[config.mk]
export PLATFORM = sky130hd
export DESIGN_NAME = seven_seg_scanner
export DESIGN_NICKNAME = d
export VERILOG_FILES = /design/src/rtl/seven_seg_scanner.sv
export SDC_FILE = /design/constraint.sdc
export NUM_CORES = 1
export LEC_CHECK = 0
export CAP_MARGIN = 15
export CORE_AREA = 5 5 84 86
export DETAILED_ROUTE_END_ITERATION = 10
export DIE_AREA = 0 0 89 91
export GPL_TIMING_DRIVEN = 0
export PLACE_DENSITY_LB_ADDON = 0.2
export SETUP_SLACK_MARGIN = 0.2
export SLEW_MARGIN = 40
export SYNTH_ARGS = -nofsm -noshare
export SYNTH_HDL_FRONTEND = slang
export SYNTH_SLANG_ARGS = --single-unit
[constraint.sdc]
create_clock -name CLK -period 2.4 [get_ports CLK]
set_input_delay 0.48 -clock CLK [delete_from_list [all_inputs] [get_ports CLK]]
set_output_delay 0.48 -clock CLK [all_outputs]
set_load 0.1 [all_outputs]
[src/rtl/seven_seg_scanner.sv]
// seven_seg_scanner: time-multiplexes four hex digits onto a common-anode
// seven-segment display.
//   CLK            - single clock, rising edge
//   RESET          - asynchronous, active-low
//   lowerDigits    - {digit1, digit0}
//   upperDigits    - {digit3, digit2}
//   dotMask        - bit n lights the decimal point of digit n
//   SEG_SELECT_OUT - active-low anodes, bit n = digit n
//   HEX_OUT        - active-low cathodes {DP,g,f,e,d,c,b,a}
//   frameTick      - one-cycle pulse after each shadow-register load
// Inputs are captured into a shadow register only at the frame boundary so a
// frame never mixes old and new digits. Every slot starts with BLANK_CYCLES
// of all-anodes-off so the previous digit's pattern cannot ghost onto the next.

// Per-digit decoder: nibble -> active-low segments, with blanking and DP.
module seven_seg_lane (
    input  logic [3:0] nib,
    input  logic       dot,
    input  logic       blank,
    output logic [7:0] seg
);
    logic [7:0] glyph;

    always_comb begin
        glyph = 8'hFF;
        unique case (nib)
            4'h0: glyph = 8'hC0;
            4'h1: glyph = 8'hF9;
            4'h2: glyph = 8'hA4;
            4'h3: glyph = 8'hB0;
            4'h4: glyph = 8'h99;
            4'h5: glyph = 8'h92;
            4'h6: glyph = 8'h82;
            4'h7: glyph = 8'hF8;
            4'h8: glyph = 8'h80;
            4'h9: glyph = 8'h90;
            4'hA: glyph = 8'h88;
            4'hB: glyph = 8'h83;
            4'hC: glyph = 8'hC6;
            4'hD: glyph = 8'hA1;
            4'hE: glyph = 8'h86;
            4'hF: glyph = 8'h8E;
        endcase
    end

    // A blanked digit still shows its decimal point.
    always_comb begin
        seg    = blank ? 8'hFF : glyph;
        seg[7] = ~dot & seg[7];
    end
endmodule

module seven_seg_scanner #(
    parameter int PRESCALE     = 100000,
    parameter int BLANK_CYCLES = 1000,
    parameter int LZB          = 0
) (
    input  logic       CLK,
    input  logic       RESET,
    input  logic [7:0] lowerDigits,
    input  logic [7:0] upperDigits,
    input  logic [3:0] dotMask,
    output logic [3:0] SEG_SELECT_OUT,
    output logic [7:0] HEX_OUT,
    output logic       frameTick
);
    localparam int              NUM_DIGITS = 4;
    localparam int              CNT_W      = (PRESCALE > 1) ? $clog2(PRESCALE) : 1;
    localparam logic [CNT_W-1:0] CNT_MAX   = CNT_W'(PRESCALE - 1);
    localparam logic [CNT_W-1:0] BLANK_LIM = CNT_W'(BLANK_CYCLES);
    localparam bit              LZB_EN     = (LZB != 0);

    logic [CNT_W-1:0] cnt;
    logic [1:0]       idx;

    // Shadow copy of the display contents, one nibble / dot per digit.
    logic [NUM_DIGITS-1:0][3:0] sh_dig;
    logic [NUM_DIGITS-1:0]      sh_dot;

    logic [NUM_DIGITS-1:0]      blank;
    logic [NUM_DIGITS-1:0][7:0] seg_lane;

    logic wrap, frame_end;
    assign wrap      = (cnt == CNT_MAX);
    assign frame_end = wrap && (idx == 2'd3);

    // Leading-zero blanking cascades down from the most significant digit;
    // digit0 always shows so a value of zero still reads "0".
    always_comb begin
        blank    = '0;
        blank[3] = LZB_EN && (sh_dig[3] == 4'h0);
        blank[2] = blank[3] && (sh_dig[2] == 4'h0);
        blank[1] = blank[2] && (sh_dig[1] == 4'h0);
    end

    genvar g;
    generate
        for (g = 0; g < NUM_DIGITS; g++) begin : g_lane
            seven_seg_lane u_lane (
                .nib   (sh_dig[g]),
                .dot   (sh_dot[g]),
                .blank (blank[g]),
                .seg   (seg_lane[g])
            );
        end
    endgenerate

    always_ff @(posedge CLK or negedge RESET) begin
        if (!RESET) begin
            cnt            <= '0;
            idx            <= 2'd0;
            sh_dig         <= '0;
            sh_dot         <= '0;
            frameTick      <= 1'b0;
            SEG_SELECT_OUT <= 4'hF;
            HEX_OUT        <= 8'hFF;
        end else begin
            cnt <= wrap ? '0 : cnt + 1'b1;
            if (wrap)
                idx <= idx + 2'd1;

            if (frame_end) begin
                sh_dig <= {upperDigits, lowerDigits};
                sh_dot <= dotMask;
            end
            frameTick <= frame_end;

            // Outputs reflect the (cnt, idx, shadow) state of this cycle,
            // so the shadow load shows up only from the next slot onward.
            if (cnt < BLANK_LIM) begin
                SEG_SELECT_OUT <= 4'hF;
                HEX_OUT        <= 8'hFF;
            end else begin
                SEG_SELECT_OUT <= ~(4'b0001 << idx);
                HEX_OUT        <= seg_lane[idx];
            end
        end
    end
endmodule

# --- Word level (Yosys, flattened, before mapping) ---
# Memories as Yosys holds them, arrays and structs flattened.
# Index checks and enable logic that the tools add are counted.
classes:
  add_sub_neg: 2
  eq_ne: 2
  shifts: 1
  muxes: 5
  bitwise: 9
  order_cmp: 2
  n_reduce_logical: 1
op_table:
  columns: ["op", "n"]
  rows:
  - ["17-bit by 1-bit adder with 17-bit output (second input constant)", 1]
  - ["17-bit equality test (second input constant)", 1]
  - ["17-bit by 10-bit < comparator with 1-bit output (second input constant)", 1]
  - ["17-bit two-way mux", 1]
  - ["8-bit binary-select mux with 2-bit select", 1]
  - ["8-bit two-way mux", 2]
  - ["1-bit bitwise AND (second input constant)", 4]
  - ["4-bit two-way mux", 1]
  - ["1-bit inverter", 4]
  - ["4-bit inverter", 1]
  - ["1-bit by 2-bit << shifter with 4-bit output (first input constant)", 1]
  - ["2-bit by 3-bit < comparator with 1-bit output (second input constant)", 1]
  - ["2-bit by 1-bit adder with 2-bit output (second input constant)", 1]
  - ["2-bit equality test (second input constant)", 1]
  - ["1-bit logical AND", 1]
word_totals:
  register_bits: 52
  romBits: 448
  elab_cells: 36
  memories: 4
memory_table:
  columns: ["name", "words", "width", "rd", "rd_clocked_by_memory_dff", "write_ports", "line", "rtl"]
  rows:
  - ["(name not given)", 16, 7, 1, 0, 0, "26", "unique case (nib)"]
  - ["(name not given)", 16, 7, 1, 0, 0, "26", null]
  - ["(name not given)", 16, 7, 1, 0, 0, "26", null]
  - ["(name not given)", 16, 7, 1, 0, 0, "26", null]

# --- Logic depth before layout (Yosys ltp) ---
depth:
  ltp_word: 5
  mapped_depth: 8

# --- Hierarchy ---
# A second synthesis with hierarchy kept.
hier_totals:
  cells_unflattened: 315
  hier_area_um2: 3612.2
modules_own_cells:
  columns: ["module", "area_each_um2", "instances", "seq_area_each_um2", "cells_per_inst"]
  rows:
  - ["seven_seg_scanner", 2401.1, 1, 1316.3, 171]
  - ["seven_seg_lane", 302.8, 4, 0.0, 36]

# --- Least setup slack after synthesis ---
# OpenSTA, ideal clock, no wires.
synth_path:
  kind: "register to register"
  from: "register cnt[0]"
  to: "register sh_dig[10] (netlist bit)"
  setup_slack_ns: 0.595
  t_required_ns: 2.275
  period_less_slack_ns: 1.805
  arrival_ns: 1.679
  n_path_buf: 2
  stages_incl_launch_ff: 8
  setup_ns: 0.125
  cell_sequence: "dfrtp_1 -> ha_1 -> and4_1 -> buf_4 -> and4_1 -> nand2_2 -> buf_6 -> mux2_4"
synth_between:
  elab_chain_len: 2
synth_rtl:
  columns: ["item", "line", "rtl"]
  rows:
  - ["start, declared", "73", "logic [CNT_W-1:0] cnt;"]
  - ["start signal, assigned", "118", "cnt <= wrap ? '0 : cnt + 1'b1;"]
  - ["17-bit equality test", "84", "assign wrap = (cnt == CNT_MAX);"]
  - ["1-bit logical AND", "85", "assign frame_end = wrap && (idx == 2'd3);"]
  - ["end signal, assigned", "123", "sh_dig <= {upperDigits, lowerDigits};"]
  - ["end, declared", "77", "logic [NUM_DIGITS-1:0][3:0] sh_dig;"]
# Every way passes these cells.
# A chain may end at the register's enable or synchronous reset.

# --- Worst setup path after layout ---
layout_path:
  from: "register cnt[0]"
  to: "register sh_dig[11] (netlist bit)"
# Same word-level chain as after synthesis.

==> impl_metrics.yaml <==
critical_path:
  crit_chain: "ha_1, and4_1, buf_4, and4_1, nand2_2, buf_6, mux2_4"
  rr_endpoint: "sh_dig[11]$_DFFE_PN0P_"
  r2r-start: "cnt[0]$_DFF_PN0_"
  worstSetupEndpointType: "register"
  ff2ff_setup_slack_ns: 0.41
  r2r_cells: 7
  crit_fanout: 10
  critPathKind: "register to register"
  critPathMostFrequentCell: "and4_1"
  cp-start-kind: "register"
  required_ns: 2.60
  crit_arrival_ns: 2.19
  max_stage_delay_ns: 0.43
  crit_path_top_delay_cell: "dfrtp_1"
yosys:
  yosys.area.top_type: "dfrtp_1"
  yosysWarningCount: 0
  syn-num-nets: 379
  syn_area_um2: 3430
  synth_cells: 324
  ys_types: 51
  async_reset_ff_frac: 1.00
  netlist.area_leader.share: 0.292
  synth_seq_cells: 52
  synth_ff_type: "dfrtp_1"
  synthTopCellsByArea: "dfrtp_1, ha_1, dfstp_2"
  synth-edff-count: 0
  ys_seq_area_frac: 0.384
  syn_avg_cell_area_um2: 10.6
route:
  drt-initial-drc-count: 152
  ant_nets: 0
  viasPerCell: 5.72
  drt_pass1_iterations: 5
  avgRoutedWirePerCell_um: 16.4
  vias: 2541
  drt-total-wl_um: 7300
  drc_errors: 0
power:
  power.net_switching_mw: 0.378
  vdd_drop_max_mv: 0.329
  power.density_nw_per_um2: 399
  clockPowerShare: 0.325
  seq_power_share: 0.572
  p_comb_frac: 0.103
  p_leak_nw: 1.70
  switching_share: 0.242
  internal_power_mw: 1.18
place:
  dp.cells: 436
  dp_hpwl_um: 5430
  place_congestion: 0.851
  io_buffers: 34
finish:
  post-route-util: 0.631
  fillers: 499
  synthToLayoutAreaGrowth_pct: 14.1
  nets: 421
  fin_cells: 444
  drive_gt1_frac: 0.221
  antenna_cells: 0
clock_network:
  clkTransAtPathRegs_ns: 0.09
  clk_latency_ns: 0.31
  cts_tree: "done"
  cts_buffers: 5
  post_cts_buffers: 0
  clk_path_buf_depth: 2
  cts_sinks: 52
  cts-root-buf: "clkbuf_8"
  htree_levels: 2
sta:
  setup_viol_count_final: 0
  fin_tns_setup_ns: 0
  rsz0062_at_grt: "no"
  hold_viol: 0
  slew_headroom: 0.567
  worst_pin_slew_ns: 0.633
  clock_skew_ns: 0.00606
  fmax_mhz: 503
  period_needed_ns: 1.99
  hold_slack_ns: 0.0107
  finalCritPeriodShare: 0.829
  drv_slew: 0
global_route:
  antenna_found_initial: 0
  gr-total-overflow: 0
  grt_pass1_vias: 2468
  grt_first_pass_wirelength_um: 12100
  grt_max_degree: 39
  grt_use_total: 0.189
floorplanning:
  row_count: 29
  die_height_um: 91
  start_util: 0.553
  die_w_um: 89
  core_um2: 6200
  ios: 35
  die_area_um2: 8100
status:
  status: "finished clean"
hold_path:
  min-delay-path-class: "input port to asynchronous set/reset pin"
run:
  drv_cap: 0
-- through the flow --
step / area, um^2 / power, mW / setup slack [ns]
4_1_cts: 3910 / 1.58 / 0.377
3_3_place_gp: 3870 / 1.07 / -0.659
5_1_grt: 3910 / 1.64 / 0.327
2_1_floorplan: 3430 / 0.998 / 0.595
3_5_place_dp: 3820 / 1.07 / 0.396
6_report: 3910 / 1.56 / 0.411
-- layout by cell type, fill, tap and decap left out, types with 10 or more instances in the layout --
cell	instances
dfrtp_1	40
ha_1	33
o21ai_0	20
clkdlybuf4s50_1	20
buf_2	19
nand2_1	19
nand3_1	19
inv_1	14
nor2_1	14
dfstp_2	12
mux2_2	12
a21oi_1	10
mux2_4	10
-- critical path, delay by kind of cell, from the launching register on --
family	cells	cell delay [ns]
AND/OR/NAND/NOR	3	0.51
flip-flops	1	0.43
buffers and inverters	2	0.37
multiplexers	1	0.32
adder cells (fa/ha/maj)	1	0.26
-- power groups by stage --
stage          sequential [mW]  clock [mW]  combinational [mW]
3_3_place_gp             0.911           0               0.155
4_1_cts                  0.895       0.523               0.163
3_5_place_dp             0.911           0               0.162
2_1_floorplan            0.909           0              0.0892
5_1_grt                  0.896       0.564               0.176
6_report                 0.894       0.507               0.161
-- cells by family (layout without fill, tap and decap cells) --
family | count (synthesis) | count (layout) | share of synthesized area
buffers and inverters | 35 | 78 | 0.0467
and+or+nand+nor | 95 | 95 | 0.155
DFF | 52 | 52 | 0.384
adders and majority gates | 33 | 33 | 0.120
AOI/OAI and AO/OA | 58 | 58 | 0.110
muxes | 35 | 35 | 0.143
xor gates and xnor gates | 16 | 16 | 0.0409
-- routing by layer --
metal | up-vias | share of wire | GRT usage
li1 | 1239 | - | -
met1 | 1226 | 0.43 | 0.255
met2 | 62 | 0.49 | 0.298
met3 | 14 | 0.051 | 0.0398
met4 | 0 | 0.024 | 0.0707
met5 | - | 0 | 0
-- synthesized netlist by cell type, types with 4 or more instances --
cell type / instances
o221ai_1: 4
nand2b_1: 5
mux2_2: 12
nor3_1: 7
xnor2_1: 8
inv_1: 14
o21ai_0: 20
clkbuf_1: 7
dfstp_2: 12
and4_1: 4
dfrtp_1: 40
ha_1: 33
mux4_2: 6
nor2_1: 14
mux2i_1: 7
buf_2: 6
mux2_4: 10
a22oi_1: 4
nand3_1: 19
nand2_1: 19
nor2b_1: 9
xor2_1: 8
a21oi_1: 10
-- what timing repair did --
item | 4_1_cts | 5_1_grt
gates resized for setup | 0 | 1
hold buffers | 0 | 0
hold endpoints to repair | 0 | 0
setup endpoints to repair | 0 | 4
-- cell type report --
class | instances | area, um^2 | area share
clock buffer | 6 | 72.6 | 0.0185
timing repair buffer | 35 | 293 | 0.0748
tap | 77 | 96.3 | 0.0246
buffer | 20 | 104 | 0.0265
inverter | 15 | 56.3 | 0.0144
multi-input combinational | 237 | 1960 | 0.501
sequential | 52 | 1320 | 0.336
clock inverter | 2 | 16.3 | 0.00416
-- registers in the layout, indices dropped and copies added, names as in the netlist --
register and cells:
HEX_OUT 8, SEG_SELECT_OUT 4, cnt 17, frameTick 1
idx 2, sh_dig 16, sh_dot 4
-- how the worst max path moves through the flow --
stage                                   to          startpoint  cells past startpoint  slack [ns]
floorplan           sh_dig[10]$_DFFE_PN0P_    cnt[0]$_DFF_PN0_                      7        0.60
global placement       frameTick$_DFF_PN0_               RESET                      1       -0.66
detailed placement   sh_dig[0]$_DFFE_PN0P_  idx[1]$_DFFE_PN0N_                      5        0.40
CTS                  sh_dig[9]$_DFFE_PN0P_  idx[1]$_DFFE_PN0N_                      5        0.38
global route         sh_dig[1]$_DFFE_PN0P_  idx[1]$_DFFE_PN0N_                      5        0.33
finish              sh_dig[11]$_DFFE_PN0P_    cnt[0]$_DFF_PN0_                      7        0.41
Power figures use the tool's default switching activity.
